### src/rtl/pipe_muladd.sv
// -----------------------------------------------------------------------------
// pipe_muladd
//
// Pipelined unsigned multiply-add: Product = Quotient * Divisor + Mod.
// It is built as a shift-and-add multiplier with one registered stage per
// Divisor bit. Stage 0 adds the addend and the bit-0 partial product. Each
// later stage k adds (Quotient << k) when Divisor bit k is set. The operands
// travel down the pipe next to their running sum.
//
// The block is the exact inverse of a restoring divider. Feeding it the
// divider's (quotient, divisor, remainder) triple rebuilds the dividend.
//
// Parameters
//   A_LEN     width of the Quotient operand
//   B_LEN     width of the Divisor and Mod operands, and the pipeline depth
//
// Ports
//   CLK       clock, rising edge
//   RSTN      asynchronous active-low reset; clears every stage
//   EN        input valid; operands are sampled on each rising edge with EN=1
//   Quotient  [A_LEN-1:0] unsigned multiplicand
//   Divisor   [B_LEN-1:0] unsigned multiplier
//   Mod       [B_LEN-1:0] unsigned addend
//   Product   [A_LEN+B_LEN-1:0] result; zero whenever RDY is low
//   RDY       Product is valid this cycle, B_LEN cycles after the sample
// -----------------------------------------------------------------------------
module pipe_muladd #(
  parameter int A_LEN = 8,
  parameter int B_LEN = 4
) (
  input  logic                     CLK,
  input  logic                     RSTN,
  input  logic                     EN,
  input  logic [A_LEN-1:0]         Quotient,
  input  logic [B_LEN-1:0]         Divisor,
  input  logic [B_LEN-1:0]         Mod,
  output logic [A_LEN+B_LEN-1:0]   Product,
  output logic                     RDY
);

  localparam int W = A_LEN + B_LEN;

  // Per-stage state. Index k holds the registers of stage Sk.
  logic [B_LEN-1:0][W-1:0]     acc_r;
  logic [B_LEN-1:0][A_LEN-1:0] quot_r;
  logic [B_LEN-1:0][B_LEN-1:0] div_r;
  logic [B_LEN-1:0]            vld_r;

  // All stages share a single register block. Any stage whose incoming valid
  // is low loads zeros, so bubbles leave the pipe as all-zero words. That
  // keeps Product at zero whenever RDY is low, with no output mux.
  always_ff @(posedge CLK or negedge RSTN) begin
    if (!RSTN) begin
      acc_r  <= '0;
      quot_r <= '0;
      div_r  <= '0;
      vld_r  <= '0;
    end else begin
      if (EN) begin
        acc_r[0]  <= W'(Mod) + (Divisor[0] ? W'(Quotient) : W'(0));
        quot_r[0] <= Quotient;
        div_r[0]  <= Divisor;
        vld_r[0]  <= 1'b1;
      end else begin
        acc_r[0]  <= '0;
        quot_r[0] <= '0;
        div_r[0]  <= '0;
        vld_r[0]  <= 1'b0;
      end

      for (int k = 1; k < B_LEN; k++) begin
        if (vld_r[k-1]) begin
          acc_r[k]  <= acc_r[k-1]
                       + (div_r[k-1][k] ? (W'(quot_r[k-1]) << k) : W'(0));
          quot_r[k] <= quot_r[k-1];
          div_r[k]  <= div_r[k-1];
          vld_r[k]  <= 1'b1;
        end else begin
          acc_r[k]  <= '0;
          quot_r[k] <= '0;
          div_r[k]  <= '0;
          vld_r[k]  <= 1'b0;
        end
      end
    end
  end

  // The last stage's forwarded operands have no consumer.
  // Each stage reads only one Divisor bit.
  logic unused_fwd;
  assign unused_fwd = ^{quot_r[B_LEN-1], div_r};

  assign Product = acc_r[B_LEN-1];
  assign RDY     = vld_r[B_LEN-1];

endmodule

### config.mk
export PLATFORM = sky130hd
export DESIGN_NAME = pipe_muladd
export DESIGN_NICKNAME = d
export VERILOG_FILES = /design/src/rtl/pipe_muladd.sv
export SDC_FILE = /design/constraint.sdc
export NUM_CORES = 1
export LEC_CHECK = 0
export CAP_MARGIN = 20
export CORE_MARGIN = 4
export CORE_UTILIZATION = 40
export CTS_CLUSTER_DIAMETER = 120
export CTS_CLUSTER_SIZE = 25
export DETAILED_ROUTE_END_ITERATION = 6
export SLEW_MARGIN = 20
export SYNTH_ARGS = -nofsm -noshare
export SYNTH_HDL_FRONTEND = slang
export SYNTH_SLANG_ARGS = --single-unit
### constraint.sdc
create_clock -name CLK -period 2.76 [get_ports CLK]
set_input_delay 0.552 -clock CLK [delete_from_list [all_inputs] [get_ports CLK]]
set_output_delay 0.552 -clock CLK [all_outputs]
set_load 0.02 [all_outputs]
=== Yosys cells after proc, flatten, opt, wreduce, memory -nomap -nowiden ===
Cells that the tools add are included.

* Bits in registers: 88
* Bits in latches: 0
* Bits in writable memories: 0
* Memory bits (read-only): 0
* Memories kept: 0

* Add/sub/neg operators: 4
* $mul: 0
* Div/mod/pow operators: 0
* Order comparisons: 0
* Eq/ne operators: 0
* Shift-type cells: 0
* Muxes and demuxes: 18
* Bitwise operators: 0
* Reductions and logical operators: 0

{| class="wikitable"
|+ Operator list
! cell !! count
|-
| two-way mux 12 bit || 4
|-
| two-way mux 8 bit || 4
|-
| adder 12 x 10 -> 12 bit || 1
|-
| adder 12 x 11 -> 12 bit || 1
|-
| adder 12 x 9 -> 12 bit || 1
|-
| two-way mux 4 bit || 3
|-
| two-way mux 11 bit || 1
|-
| two-way mux 10 bit || 1
|-
| adder 4 x 8 -> 9 bit || 1
|-
| two-way mux 9 bit || 1
|-
| two-way mux 1 bit || 4
|}

=== Logic depth before layout (Yosys ltp) ===
* Depth after elaboration: 3
* Gate-level depth with buffers: 7

=== Least setup slack after synthesis ===
OpenSTA, ideal clock, no wires.

* Path type: register to register
* From: register div_r[1] in the netlist's numbering
* To: register acc_r[21] in the netlist's numbering
* Data arrival time: 1.947 ns
* Required time: 2.636 ns
* Setup slack: 0.689 ns
* Cell stages (with the launch flop): 8
* Cells stage by stage: dfrtp_1 and2_1 ha_1 fa_1 a21oi_1 o21ai_1 o31a_2 o31a_1

* Word-level cells in the longest chain between the ends: 3

{| class="wikitable"
|+ Ends and longest elaborated chain
! item !! line !! source
|-
| start, declared || 46 || <nowiki>logic [B_LEN-1:0][B_LEN-1:0] div_r;</nowiki>
|-
| start signal, assigned by index || 76 || <nowiki>div_r[k] <= div_r[k-1];</nowiki>
|-
| two-way mux 9 bit || 74 || <nowiki>+ (div_r[k-1][k] ? (W'(quot_r[k-1]) << k) : W'(0));</nowiki>
|-
| adder 12 x 9 -> 12 bit || 74 ||
|-
| two-way mux 12 bit || 72 || <nowiki>if (vld_r[k-1]) begin</nowiki>
|-
| end signal, assigned by index || 73 || <nowiki>acc_r[k] <= acc_r[k-1]</nowiki>
|-
| end, declared || 44 || <nowiki>logic [B_LEN-1:0][W-1:0] acc_r;</nowiki>
|}

No other way between the ends.

=== Final worst setup path ===
* From: input port Divisor[0]
* To: register acc_r[4] in the netlist's numbering

* Word-level cells in the longest chain between the ends: 3

{| class="wikitable"
|+ Ends and longest elaborated chain
! item !! line !! source
|-
| start, declared || 35 || <nowiki>input logic [B_LEN-1:0] Divisor,</nowiki>
|-
| two-way mux 8 bit || 60 || <nowiki>acc_r[0] <= W'(Mod) + (Divisor[0] ? W'(Quotient) : W'(0));</nowiki>
|-
| adder 4 x 8 -> 9 bit || 60 ||
|-
| two-way mux 12 bit || 59 || <nowiki>if (EN) begin</nowiki>
|}

No other way between the ends.

==> results.sh <==
export IMPL_wl_um=5762
export IMPL_core_area_sq_um=9196
export IMPL_period_needed_ns=2.381
export IMPL_avgSynthCellArea_sq_um=11.18
export IMPL_wl_per_cell_um=12.03
export IMPL_grt_pass1_wl_um=10300
export IMPL_register_area_sq_um=1902
export IMPL_cts_resized=0
export IMPL_area_growth_synth_to_final_pct=14.36
export IMPL_die_area_sq_um=10980
export IMPL_start_kind="input port"
export IMPL_htreeDepth=3
export IMPL_synth_cells=335
export IMPL_fmax_mhz=420.1
export IMPL_cap_viol_max_count=0
export IMPL_hpwl_um=4342
export IMPL_postCtsSetupRepairBufs=0
export IMPL_fin_nets=414
export IMPL_antenna_left=0
export IMPL_antenna_found_initial=0
export IMPL_slew_limit_headroom=0.4007
export IMPL_clk_path_buf_depth=2
export IMPL_multi_input_area_sq_um=1709
export IMPL_cts_clk_slew_worst_paths_ns=0.08
export IMPL_die_h_um=104.8
export IMPL_synth_nets=386
export IMPL_num_vias=2314
export IMPL_row_count=35
export IMPL_numCtsBuffers=9
export IMPL_rsz0062_at_grt="false"
export IMPL_crit_path_max_fanout=8
export IMPL_fin_crit_sh=0.8625
export IMPL_cp_cell_sequence="clkdlybuf4s50_1 -> and2_1 -> ha_1 -> fa_1 -> a21o_1 -> a21oi_1 -> xor2_1 -> and2_1"
export IMPL_pwr_density_cell_nw_per_um2=500.4
export IMPL_grt_max_degree=77
export IMPL_cts_root_buf="clkbuf_8"
export IMPL_num_io_pins=32
export IMPL_detail_route_first_pass_iterations=4
export IMPL_ir_worst_vdd_mv=0.1712
export IMPL_syn_area_sq_um=3746
export IMPL_finalMaxSlewViolations=0
export IMPL_crit_family="adder cells"
export IMPL_grt_pass1_vias=2386
export IMPL_synth_seq_cells=76
export IMPL_cp_slowest_stage_delay_ns=0.52
export IMPL_yosysSeqAreaShare=0.5077
export IMPL_diodes=0
export IMPL_num_fill_cells=865
export IMPL_worst_pin_slew_ns=0.8990
export IMPL_finalClockSkew_ns=0.007285
export IMPL_slowest_stage="clkdlybuf4s50_1"
export IMPL_setup_tns_ns=0
export IMPL_cts_sinks=76
export IMPL_path_class="in -> reg"
export IMPL_final_setup_viol_count=0
export IMPL_path_buf_inv=1
export IMPL_hold_path_class="in -> async"
export IMPL_die_w_um=104.8
export IMPL_drive_gt1_frac=0.06250
export IMPL_cp_end_kind="flip-flop"
export IMPL_track_usage=0.1159
export IMPL_layout_commonest_cell="dfrtp_1"
export IMPL_placed_area_sq_um=4099
export IMPL_insertion_delay_ns=0.34
export IMPL_initial_utilization=0.4073
export IMPL_port_buffer_count=31
export IMPL_hold_viol=0
export IMPL_status="finished clean"
export IMPL_synth_edf_count=0
export IMPL_critPathMostFrequentCell="and2_1"
export IMPL_first_iter_violations=33
export IMPL_grt_ovfl_total=0
export IMPL_gp_congestion=0.8565
export IMPL_synth_cell_types=38
export IMPL_postSynth_asyncResetShare=1.000
export IMPL_cp_data_required_time_ns=3.00
export IMPL_worstPathArrival_ns=2.62
export IMPL_final_area_sq_um=4284
export IMPL_tritoncts="done"
export IMPL_ys_warn_count=0
export IMPL_route_detailed_drc=0
export IMPL_synth_top_flop_cell="dfrtp_1"
export IMPL_avgViaCountPerCell=4.831
export IMPL_cts_hold_buf=0
export IMPL_final_core_util=0.4659
export IMPL_p_leak_uw=0.002177
export IMPL_layout_common_cells="dfrtp_1, and2_1, clkdlybuf4s50_1"
sequential cells by signal, indices dropped and copies added (netlist names):
signal and count:
Product 12, acc_r 30, div_r 6, vld_r 4, quot_r 24
power breakdown:
part	total [uW]	switching [uW]	internal, uW
logic	194	101	93.4
clock network	764	408	356
registers	1190	26.4	1160
cells by family (layout without fill, tap and decap cells):
logic type                 Yosys count  count (layout)  synth area share
and+or+nand+nor                    130             130            0.1964
buffers and inverters               24              57           0.03607
xor gates and xnor gates             8               8           0.01870
DFF                                 76              76            0.5077
muxes                                4               4           0.01069
adders and majority gates           32              32            0.1149
AOI/OAI and AO/OA                   61              61            0.1156
synth_stat cells, types with 3 or more instances:
cell type / count / area, sq um
a21o_1: 8 / 60.06
nor3b_1: 3 / 22.52
nand2b_1: 6 / 37.54
o21ai_0: 11 / 55.05
nand3_1: 5 / 25.02
mux2i_1: 4 / 40.04
dfrtp_1: 76 / 1902
a211o_1: 3 / 26.28
xnor2_1: 6 / 52.55
nor3_1: 3 / 15.01
clkbuf_1: 3 / 11.26
buf_4: 12 / 90.09
inv_1: 9 / 33.78
ha_1: 28 / 350.3
a21oi_1: 9 / 45.04
or3_1: 3 / 18.77
and2_1: 75 / 469.2
a211oi_1: 9 / 67.56
fa_1: 4 / 80.08
o21a_1: 5 / 37.54
nand2_1: 14 / 52.55
nor2_1: 16 / 60.06
final cells by class:
| type | instances | area share |
|---|---|---|
| inverters | 9 | 0.007886 |
| clock buffers | 10 | 0.03213 |
| flip-flops and latches | 76 | 0.4439 |
| repair buffers | 32 | 0.07360 |
| multi-input cells | 235 | 0.3989 |
| clock inverters | 6 | 0.01110 |
| well taps | 111 | 0.03242 |
stage by stage:
step | setup WS (ns) | hold slack [ns] | total power (uW) | instances
2_1_floorplan | 0.6889 | 0.2564 | 1319 | 335
6_report | 0.3794 | 0.3219 | 2144 | 479
5_1_grt | 0.2580 | 0.3907 | 2256 | 479
4_1_cts | 0.3754 | 0.3672 | 2172 | 479
3_3_place_gp | 0.06505 | 0.4410 | 1404 | 463
3_5_place_dp | 0.002594 | 0.4401 | 1404 | 463
routing by layer:
| metal | global-route usage | part of all wire | vias up |
|---|---|---|---|
| met2 | 0.2094 | 0.52 | 47 |
| met5 | 0 | 0 | - |
| met1 | 0.1228 | 0.42 | 1064 |
| met3 | 0.03335 | 0.044 | 11 |
| met4 | 0.05623 | 0.022 | 0 |
| li1 | - | - | 1192 |
worst reg2reg max path, stage by stage (launching register included):
cell and delay (ns):
dfrtp_1 0.47, and2_1 0.20, ha_1 0.22, fa_1 0.42
a21oi_1 0.20, o21ai_1 0.14, o31a_2 0.31, o31a_1 0.24
final timing paths:
path,depth (start not counted),from,to,slack (ns)
max,8,Divisor[0],acc_r[4],0.38
min,1,RSTN,vld_r[3],0.32
max reg2reg,7,div_r[6],acc_r[34],0.45
min reg2reg,1,acc_r[25],Product[1],0.46
max in group asynchronous,1,RSTN,acc_r[17],1.84
min in group CLK,1,acc_r[25],Product[1],0.46
Power figures use the tool's default switching activity.
